[src/rtl/mem_port_arbiter.sv]
// Arbitrates one external memory port between instruction fetch and data access.
// Data wins by default; a burst limit forces an instruction grant to prevent starvation.
module mem_port_arbiter #(
    parameter int unsigned MAX_D_BURST = 4,
    parameter int unsigned TIMEOUT     = 255
) (
    input  logic        clk,
    input  logic        rst,
    input  logic        i_req,
    input  logic [31:0] i_addr,
    output logic        i_valid,
    output logic [31:0] i_rdata,
    input  logic        d_req,
    input  logic        d_we_re,
    input  logic [31:0] d_addr,
    input  logic [31:0] d_wdata,
    input  logic [3:0]  d_mask,
    output logic        d_valid,
    output logic [31:0] d_rdata,
    output logic        m_request,
    output logic        m_we_re,
    output logic [31:0] m_addr,
    output logic [31:0] m_wdata,
    output logic [3:0]  m_mask,
    input  logic        m_valid,
    input  logic [31:0] m_rdata,
    output logic        timeout_err
);

    typedef enum logic [2:0] {
        IDLE,
        BUSY_I,
        BUSY_D,
        RESP_I,
        RESP_D
    } state_t;

    localparam logic [3:0]  BURST_MAX = 4'(MAX_D_BURST);
    localparam logic [15:0] TMO_LAST  = 16'(TIMEOUT - 1);

    state_t      r_state;
    state_t      w_next_state;
    logic [3:0]  r_burst;
    logic [15:0] r_tcnt;
    logic        w_grant_d;
    logic        w_grant_i;
    logic        w_tmo;
    logic        w_done;

    assign w_grant_d = d_req && (!i_req || (r_burst < BURST_MAX));
    assign w_grant_i = !w_grant_d && i_req;
    // The busy phase ends on the TIMEOUT-th cycle without a response.
    assign w_tmo     = (TIMEOUT != 0) && (r_tcnt == TMO_LAST);
    assign w_done    = m_valid || w_tmo;

    always_ff @(posedge clk or negedge rst) begin
        if (!rst) begin
            r_state <= IDLE;
        end else begin
            r_state <= w_next_state;
        end
    end

    always_comb begin
        w_next_state = r_state;
        case (r_state)
            IDLE: begin
                if (w_grant_d) begin
                    w_next_state = BUSY_D;
                end else if (w_grant_i) begin
                    w_next_state = BUSY_I;
                end
            end
            BUSY_I: if (w_done) w_next_state = RESP_I;
            BUSY_D: if (w_done) w_next_state = RESP_D;
            RESP_I: w_next_state = IDLE;
            RESP_D: w_next_state = IDLE;
            default: w_next_state = IDLE;
        endcase
    end

    always_ff @(posedge clk or negedge rst) begin
        if (!rst) begin
            m_request   <= 1'b0;
            m_we_re     <= 1'b0;
            m_addr      <= '0;
            m_wdata     <= '0;
            m_mask      <= '0;
            i_valid     <= 1'b0;
            i_rdata     <= '0;
            d_valid     <= 1'b0;
            d_rdata     <= '0;
            timeout_err <= 1'b0;
            r_burst     <= '0;
            r_tcnt      <= '0;
        end else begin
            i_valid     <= 1'b0;
            d_valid     <= 1'b0;
            timeout_err <= 1'b0;
            case (r_state)
                IDLE: begin
                    r_tcnt <= '0;
                    // Only data grants made while fetch waits count toward the burst.
                    if (!i_req) begin
                        r_burst <= '0;
                    end else if (w_grant_d) begin
                        r_burst <= (r_burst == BURST_MAX) ? r_burst : r_burst + 4'd1;
                    end else if (w_grant_i) begin
                        r_burst <= '0;
                    end
                    if (w_grant_d) begin
                        m_request <= 1'b1;
                        m_we_re   <= d_we_re;
                        m_addr    <= d_addr;
                        m_wdata   <= d_wdata;
                        m_mask    <= d_mask;
                    end else if (w_grant_i) begin
                        m_request <= 1'b1;
                        m_we_re   <= 1'b0;
                        m_addr    <= i_addr;
                        m_wdata   <= '0;
                        m_mask    <= 4'hF;
                    end
                end
                BUSY_I: begin
                    if (m_valid) begin
                        m_request <= 1'b0;
                        i_valid   <= 1'b1;
                        i_rdata   <= m_rdata;
                    end else if (w_tmo) begin
                        m_request   <= 1'b0;
                        i_valid     <= 1'b1;
                        i_rdata     <= '0;
                        timeout_err <= 1'b1;
                    end else begin
                        r_tcnt <= r_tcnt + 16'd1;
                    end
                end
                BUSY_D: begin
                    if (m_valid) begin
                        m_request <= 1'b0;
                        d_valid   <= 1'b1;
                        if (!m_we_re) begin
                            d_rdata <= m_rdata;
                        end
                    end else if (w_tmo) begin
                        m_request   <= 1'b0;
                        d_valid     <= 1'b1;
                        d_rdata     <= '0;
                        timeout_err <= 1'b1;
                    end else begin
                        r_tcnt <= r_tcnt + 16'd1;
                    end
                end
                default: begin
                end
            endcase
        end
    end

endmodule

[config.mk]
export PLATFORM = sky130hd
export DESIGN_NAME = mem_port_arbiter
export DESIGN_NICKNAME = d
export VERILOG_FILES = /design/src/rtl/mem_port_arbiter.sv
export SDC_FILE = /design/constraint.sdc
export NUM_CORES = 1
export LEC_CHECK = 0
export ABC_AREA = 1
export BUFFER_PORTS_ARGS = -buffer_cell sky130_fd_sc_hd__buf_2
export CAP_MARGIN = 5
export CORE_UTILIZATION = 40
export DETAILED_ROUTE_END_ITERATION = 6
export GPL_TIMING_DRIVEN = 0
export PLACE_DENSITY = 0.65
export SLEW_MARGIN = 5
export SYNTH_ARGS = -nofsm -noshare
export SYNTH_HDL_FRONTEND = slang
export SYNTH_SLANG_ARGS = --single-unit
[constraint.sdc]
create_clock -name clk -period 2.6 [get_ports clk]
set_input_delay 0.52 -clock clk [delete_from_list [all_inputs] [get_ports clk]]
set_output_delay 0.52 -clock clk [all_outputs]
set_load 0.05 [all_outputs]
# Yosys cells after proc, flatten, opt, wreduce, memory -nomap -nowiden
# Cells that the tools add are included.
[op_classes]
n_addsub = 2
order_cmp = 1
n_eq_ne = 13
n_mux = 35
n_reduce_logical = 18
[op_table]
columns = ["operator", "n"]
rows = [
  ["32-bit 2-to-1 mux", 8],
  ["16-bit 2-to-1 mux", 2],
  ["16-bit one-hot mux with 2 select lines", 1],
  ["4-bit 2-to-1 mux", 6],
  ["16-bit by 1-bit adder with 16-bit output, second input constant", 1],
  ["16-bit by 8-bit equality test with 1-bit output, second input constant", 1],
  ["3-bit AND reduction", 5],
  ["1-bit 2-to-1 mux", 12],
  ["3-bit 2-to-1 mux", 4],
  ["2-bit != test, second input constant", 5],
  ["3-bit one-hot mux with 3 select lines", 1],
  ["3-bit by 1-bit != test with 1-bit output, second input constant", 2],
  ["3-bit != test, second input constant", 2],
  ["2-bit nonzero test", 3],
  ["4-bit by 1-bit adder with 4-bit output, second input constant", 1],
  ["4-bit by 3-bit equality test with 1-bit output, second input constant", 1],
  ["4-bit by 3-bit < comparator with 1-bit output, second input constant", 1],
  ["2-bit AND reduction", 2],
  ["3-bit by 1-bit equality test with 1-bit output, second input constant", 1],
  ["3-bit by 2-bit equality test with 1-bit output, second input constant", 1],
  ["3-bit logical NOT", 1],
  ["1-bit logical AND", 2],
  ["1-bit logical NOT", 2],
  ["1-bit logical OR", 2],
  ["2 further kinds", 2],
]
[word_totals]
ff_bits = 160
input_bits = 138
output_inout_bits = 137

# Longest topological paths before layout
[depth]
depth_word = 8
depth_mapped = 11

# Worst setup path before layout
# No wires, ideal clock.
[synth_path]
path_type = "input to register"
startpoint = "in m_valid"
endpoint = "reg i_rdata[14]"
setup_time_ns = 0.130
arrival_ns = 1.406
required_ns = 2.470
setup_slack_ns = 1.064
stages = 8
n_path_buf = 3
cell_sequence = "clkbuf_1 inv_1 nand2_4 nand2_2 buf_6 buf_6 nand2_1 o21ai_1"
[synth_between]
elab_chain_cells = 2
elab_cells_between_ends = 3
classes_between = "mux: 1; reduce/logical: 2"
[synth_rtl]
columns = ["element", "line", "text"]
rows = [
  ["from (decl)", "25", "input logic m_valid,"],
  ["2-bit nonzero test (no line)", "-", ""],
  ["2-bit AND reduction (no line)", "-", ""],
  ["to (signal assigned)", "129", "i_rdata <= m_rdata;"],
  ["to (decl)", "12", "output logic [31:0] i_rdata,"],
]
# Parallel ways exist; a longest one is shown, timed or not.
# A chain may end at the register's enable or synchronous reset.

# Final worst setup path
[layout_path]
startpoint = "reg r_state[2]"
endpoint = "reg m_wdata[25]"
[layout_between]
elab_chain_cells = 2
[layout_rtl]
columns = ["element", "line", "text"]
rows = [
  ["from (decl)", "41", "state_t r_state;"],
  ["from (signal assigned)", "60", "r_state <= w_next_state;"],
  ["3-bit logical NOT", "100", "case (r_state)"],
  ["2-bit AND reduction (no line)", "-", ""],
  ["to (signal assigned)", "115", "m_wdata <= d_wdata;"],
  ["to (decl)", "23", "output logic [31:0] m_wdata,"],
]
# Every way passes these cells.

==> impl_metrics.env <==
export IMPL_status="finished clean"
export IMPL_yosysSeqAreaShare=0.559
export IMPL_reg2reg_from="r_state[2]"
export IMPL_p_clk_frac=0.177
export IMPL_core_area_um2=17400
export IMPL_clk_pin_slew_ns=0.07
export IMPL_maxSlewViolCount=0
export IMPL_dieArea_um2=18500
export IMPL_path_class="register to register"
export IMPL_drt_iter0_markers=275
export IMPL_crit_start="r_state[2]"
export IMPL_synthTopCellsByArea="dfrtp_1, nand2_1, o21ai_0, a22o_1, nand4_1"
export IMPL_yosys_warnings=0
export IMPL_leakage_nw=5.18
export IMPL_cts_htree_levels=4
export IMPL_finalSetupViolCount=0
export IMPL_grt_remaining_overflow=0
export IMPL_fin_skew_ns=0.0112
export IMPL_syn_area_um2=7170
export IMPL_critPathRequiredTime_ns=2.91
export IMPL_yosysTopAreaCellShare=0.559
export IMPL_grt_pass1_wl_mm=32.6
export IMPL_final_period_utilization=0.698
export IMPL_synth_edf_count=0
export IMPL_grt_pass1_vias=6316
export IMPL_clock_fmax_mhz=551
export IMPL_cpMaxStageDelayCell="dfrtp_1"
export IMPL_fp_row_count=48
export IMPL_hold_violations=0
export IMPL_synthCells=798
export IMPL_synthTopCellsByCount="nand2_1, dfrtp_1, inv_1, o21ai_0, nor2_1"
export IMPL_path_cells="nor2_2 -> nand2_2 -> a21oi_4 -> inv_2 -> buf_2 -> buf_2 -> a22o_1"
export IMPL_yosysUniqueCellTypes=31
export IMPL_fin_area_um2=9400
export IMPL_cts_root_buf="clkbuf_16"
export IMPL_start_util=0.412
export IMPL_numCtsBuffers=17
export IMPL_io_buffers=273
export IMPL_io_pins=275
export IMPL_grt_max_degree=86
export IMPL_die_x_um=136
export IMPL_cts_resized_gates=0
export IMPL_ant_nets=0
export IMPL_grt_total_usage=0.229
export IMPL_grt_antenna_before_repair=0
export IMPL_tritoncts="done"
export IMPL_drive_above_1_share=0.344
export IMPL_reg2reg_to="m_wdata[25]"
export IMPL_min_path_type="input pin to async pin"
export IMPL_worstPathMaxFanout=10
export IMPL_fin_tns_setup_ns=0
export IMPL_die_h_um=136
export IMPL_cp_end_kind="register"
export IMPL_slowest_delay_ns=0.41
export IMPL_cap_viol_max_count=0
export IMPL_num_vias=6521
export IMPL_p_switching_mw=6.91
export IMPL_rsz0062_at_grt="no"
export IMPL_synth_seq_cells=160
export IMPL_firstDrtPassIters=5
export IMPL_cts_hold_buffers_added=0
export IMPL_arrival_ns=2.12
export IMPL_seq_power_share=0.302
export IMPL_hpwl_mm=15.1
export IMPL_async_reset_ff_frac=1.00
export IMPL_wire_per_inst_um=15.4
export IMPL_cp_start_kind="register"
export IMPL_drc=0
export IMPL_cts_num_sinks=160
export IMPL_worst_pin_slew_ns=0.595
export IMPL_pwr_share_comb=0.521
export IMPL_ir_worst_vdd_mv=0.780
export IMPL_yosysMostFrequentCell="nand2_1"
export IMPL_clk_insertion_delay_late_ns=0.43
export IMPL_swShare=0.522
export IMPL_power_density_nw_per_um2=1410
export IMPL_clock_path_buffers=2
export IMPL_post_cts_setup_buffers=0
export IMPL_reg2reg_slack_ns=0.79
export IMPL_synth_flop_cell="dfrtp_1"
export IMPL_avgSynthCellArea_um2=8.98
export IMPL_nets=1233
export IMPL_synthesis_nets=940
export IMPL_viasPerCell=4.91
export IMPL_routed_wl_mm=20.5
export IMPL_gp_congestion=0.860
export IMPL_antennaDiodeCount=0
export IMPL_yosys_area_top_type="dfrtp_1"
export IMPL_critPathMostFrequentCell="buf_2"
export IMPL_layout_min_cycle_time_ns=1.81
export IMPL_internal_power_mw=6.33
export IMPL_syn2layout_area_growth_pct=31.2
export IMPL_place_area_um2=8850
export IMPL_ff2ff_path_depth=7
export IMPL_max_slew_margin_rel=0.603
[area by class of cell]
class                           count  area [um2]
Fill cell                        1676        8010
Sequential cell                   160        4000
Multi-Input combinational cell    524        2670
Timing Repair Buffer              274        1400
Clock buffer                       19         443
Tap cell                          225         282
Inverter                           69         259
Buffer                             45         235
Clock inverter                     13         108
[cell usage in the layout (no fill, tap or decap), types with 2 or more instances in the layout]
| master | synthesis | layout |
|---|---|---|
| buf_2 | 17 | 289 |
| nand2_1 | 210 | 210 |
| dfrtp_1 | 160 | 160 |
| inv_1 | 64 | 64 |
| o21ai_0 | 62 | 62 |
| nor2_1 | 59 | 59 |
| nand4_1 | 39 | 39 |
| a22o_1 | 33 | 33 |
| o21ai_1 | 31 | 31 |
| nand3_1 | 23 | 23 |
| o21ai_2 | 23 | 23 |
| clkbuf_1 | 21 | 22 |
| clkbuf_16 | 0 | 17 |
| nand2_2 | 16 | 16 |
| buf_6 | 6 | 6 |
| inv_2 | 5 | 5 |
| o22a_1 | 4 | 4 |
| ha_1 | 4 | 4 |
| clkinv_4 | 0 | 4 |
| a21oi_1 | 3 | 3 |
| clkinv_2 | 0 | 3 |
| inv_6 | 0 | 3 |
| nor2_2 | 2 | 2 |
| nand3_2 | 2 | 2 |
| xor2_1 | 2 | 2 |
| o21bai_1 | 2 | 2 |
| o22ai_1 | 2 | 2 |
| clkinvlp_4 | 0 | 2 |
[worst max-delay path by stage]
stage               slack, ns  depth (start not counted)          end
finish                   0.79                          7  m_wdata[25]
global route             0.58                          8   r_tcnt[14]
CTS                      0.76                          9  i_rdata[15]
detailed placement       0.67                          8  i_rdata[20]
global placement        -1.55                          1   m_wdata[7]
floorplan                1.06                          8  i_rdata[14]
[state kept, by name (all words and copies together), names as in the netlist, 3 cells and up]
register / cells
m_addr: 32
d_rdata: 32
i_rdata: 32
r_tcnt: 16
r_state: 3
m_wdata: 32
m_mask: 4
r_burst: 4
[critical path: cells and delay by family (launching register included)]
family / cells / cell delay, ns
flops: 1 / 0.41
simple gates: 2 / 0.30
compound gates: 2 / 0.50
buf+inv: 3 / 0.49
[cell families (layout without fill, tap and decap cells)]
kind of cell               Yosys count  count (layout)  share of synthesized area
adders and majority gates            4               4                    0.00698
AOI/OAI and AO/OA                  162             162                      0.148
buffers and inverters              114             420                     0.0689
and+or+nand+nor                    355             355                      0.214
DFF                                160             160                      0.559
xor gates and xnor gates             3               3                    0.00367
[through the flow]
stage	total power [mW]	setup slack, ns	utilization	hold WS [ns]	instances
floorplan	9.11	1.06	-	0.224	798
global placement	10.9	-1.55	0.506	0.449	1296
detailed placement	11.0	0.670	0.508	0.454	1297
CTS	13.3	0.764	0.540	0.0928	1329
global route	14.0	0.585	0.540	0.119	1329
finish	13.2	0.786	0.540	0.0801	1329
[power by group through the flow]
stage / logic [mW] / registers, mW / clock network [mW]
detailed placement: 6.95 / 4.01 / 0
global placement: 6.88 / 4.00 / 0
CTS: 6.95 / 3.99 / 2.39
finish: 6.90 / 4.00 / 2.34
floorplan: 1.97 / 7.14 / 0
global route: 7.37 / 4.12 / 2.48
[per-layer routing]
layer / wire length (um) / part of all wire / track usage / up-vias
met5: 0 / 0 / 0 / -
met1: 9000 / 0.44 / 0.292 / 3032
met3: 1350 / 0.066 / 0.0585 / 25
met2: 9710 / 0.47 / 0.377 / 242
li1: - / - / - / 3222
met4: 435 / 0.021 / 0.0802 / 0
(Power assumes the default switching activity.)
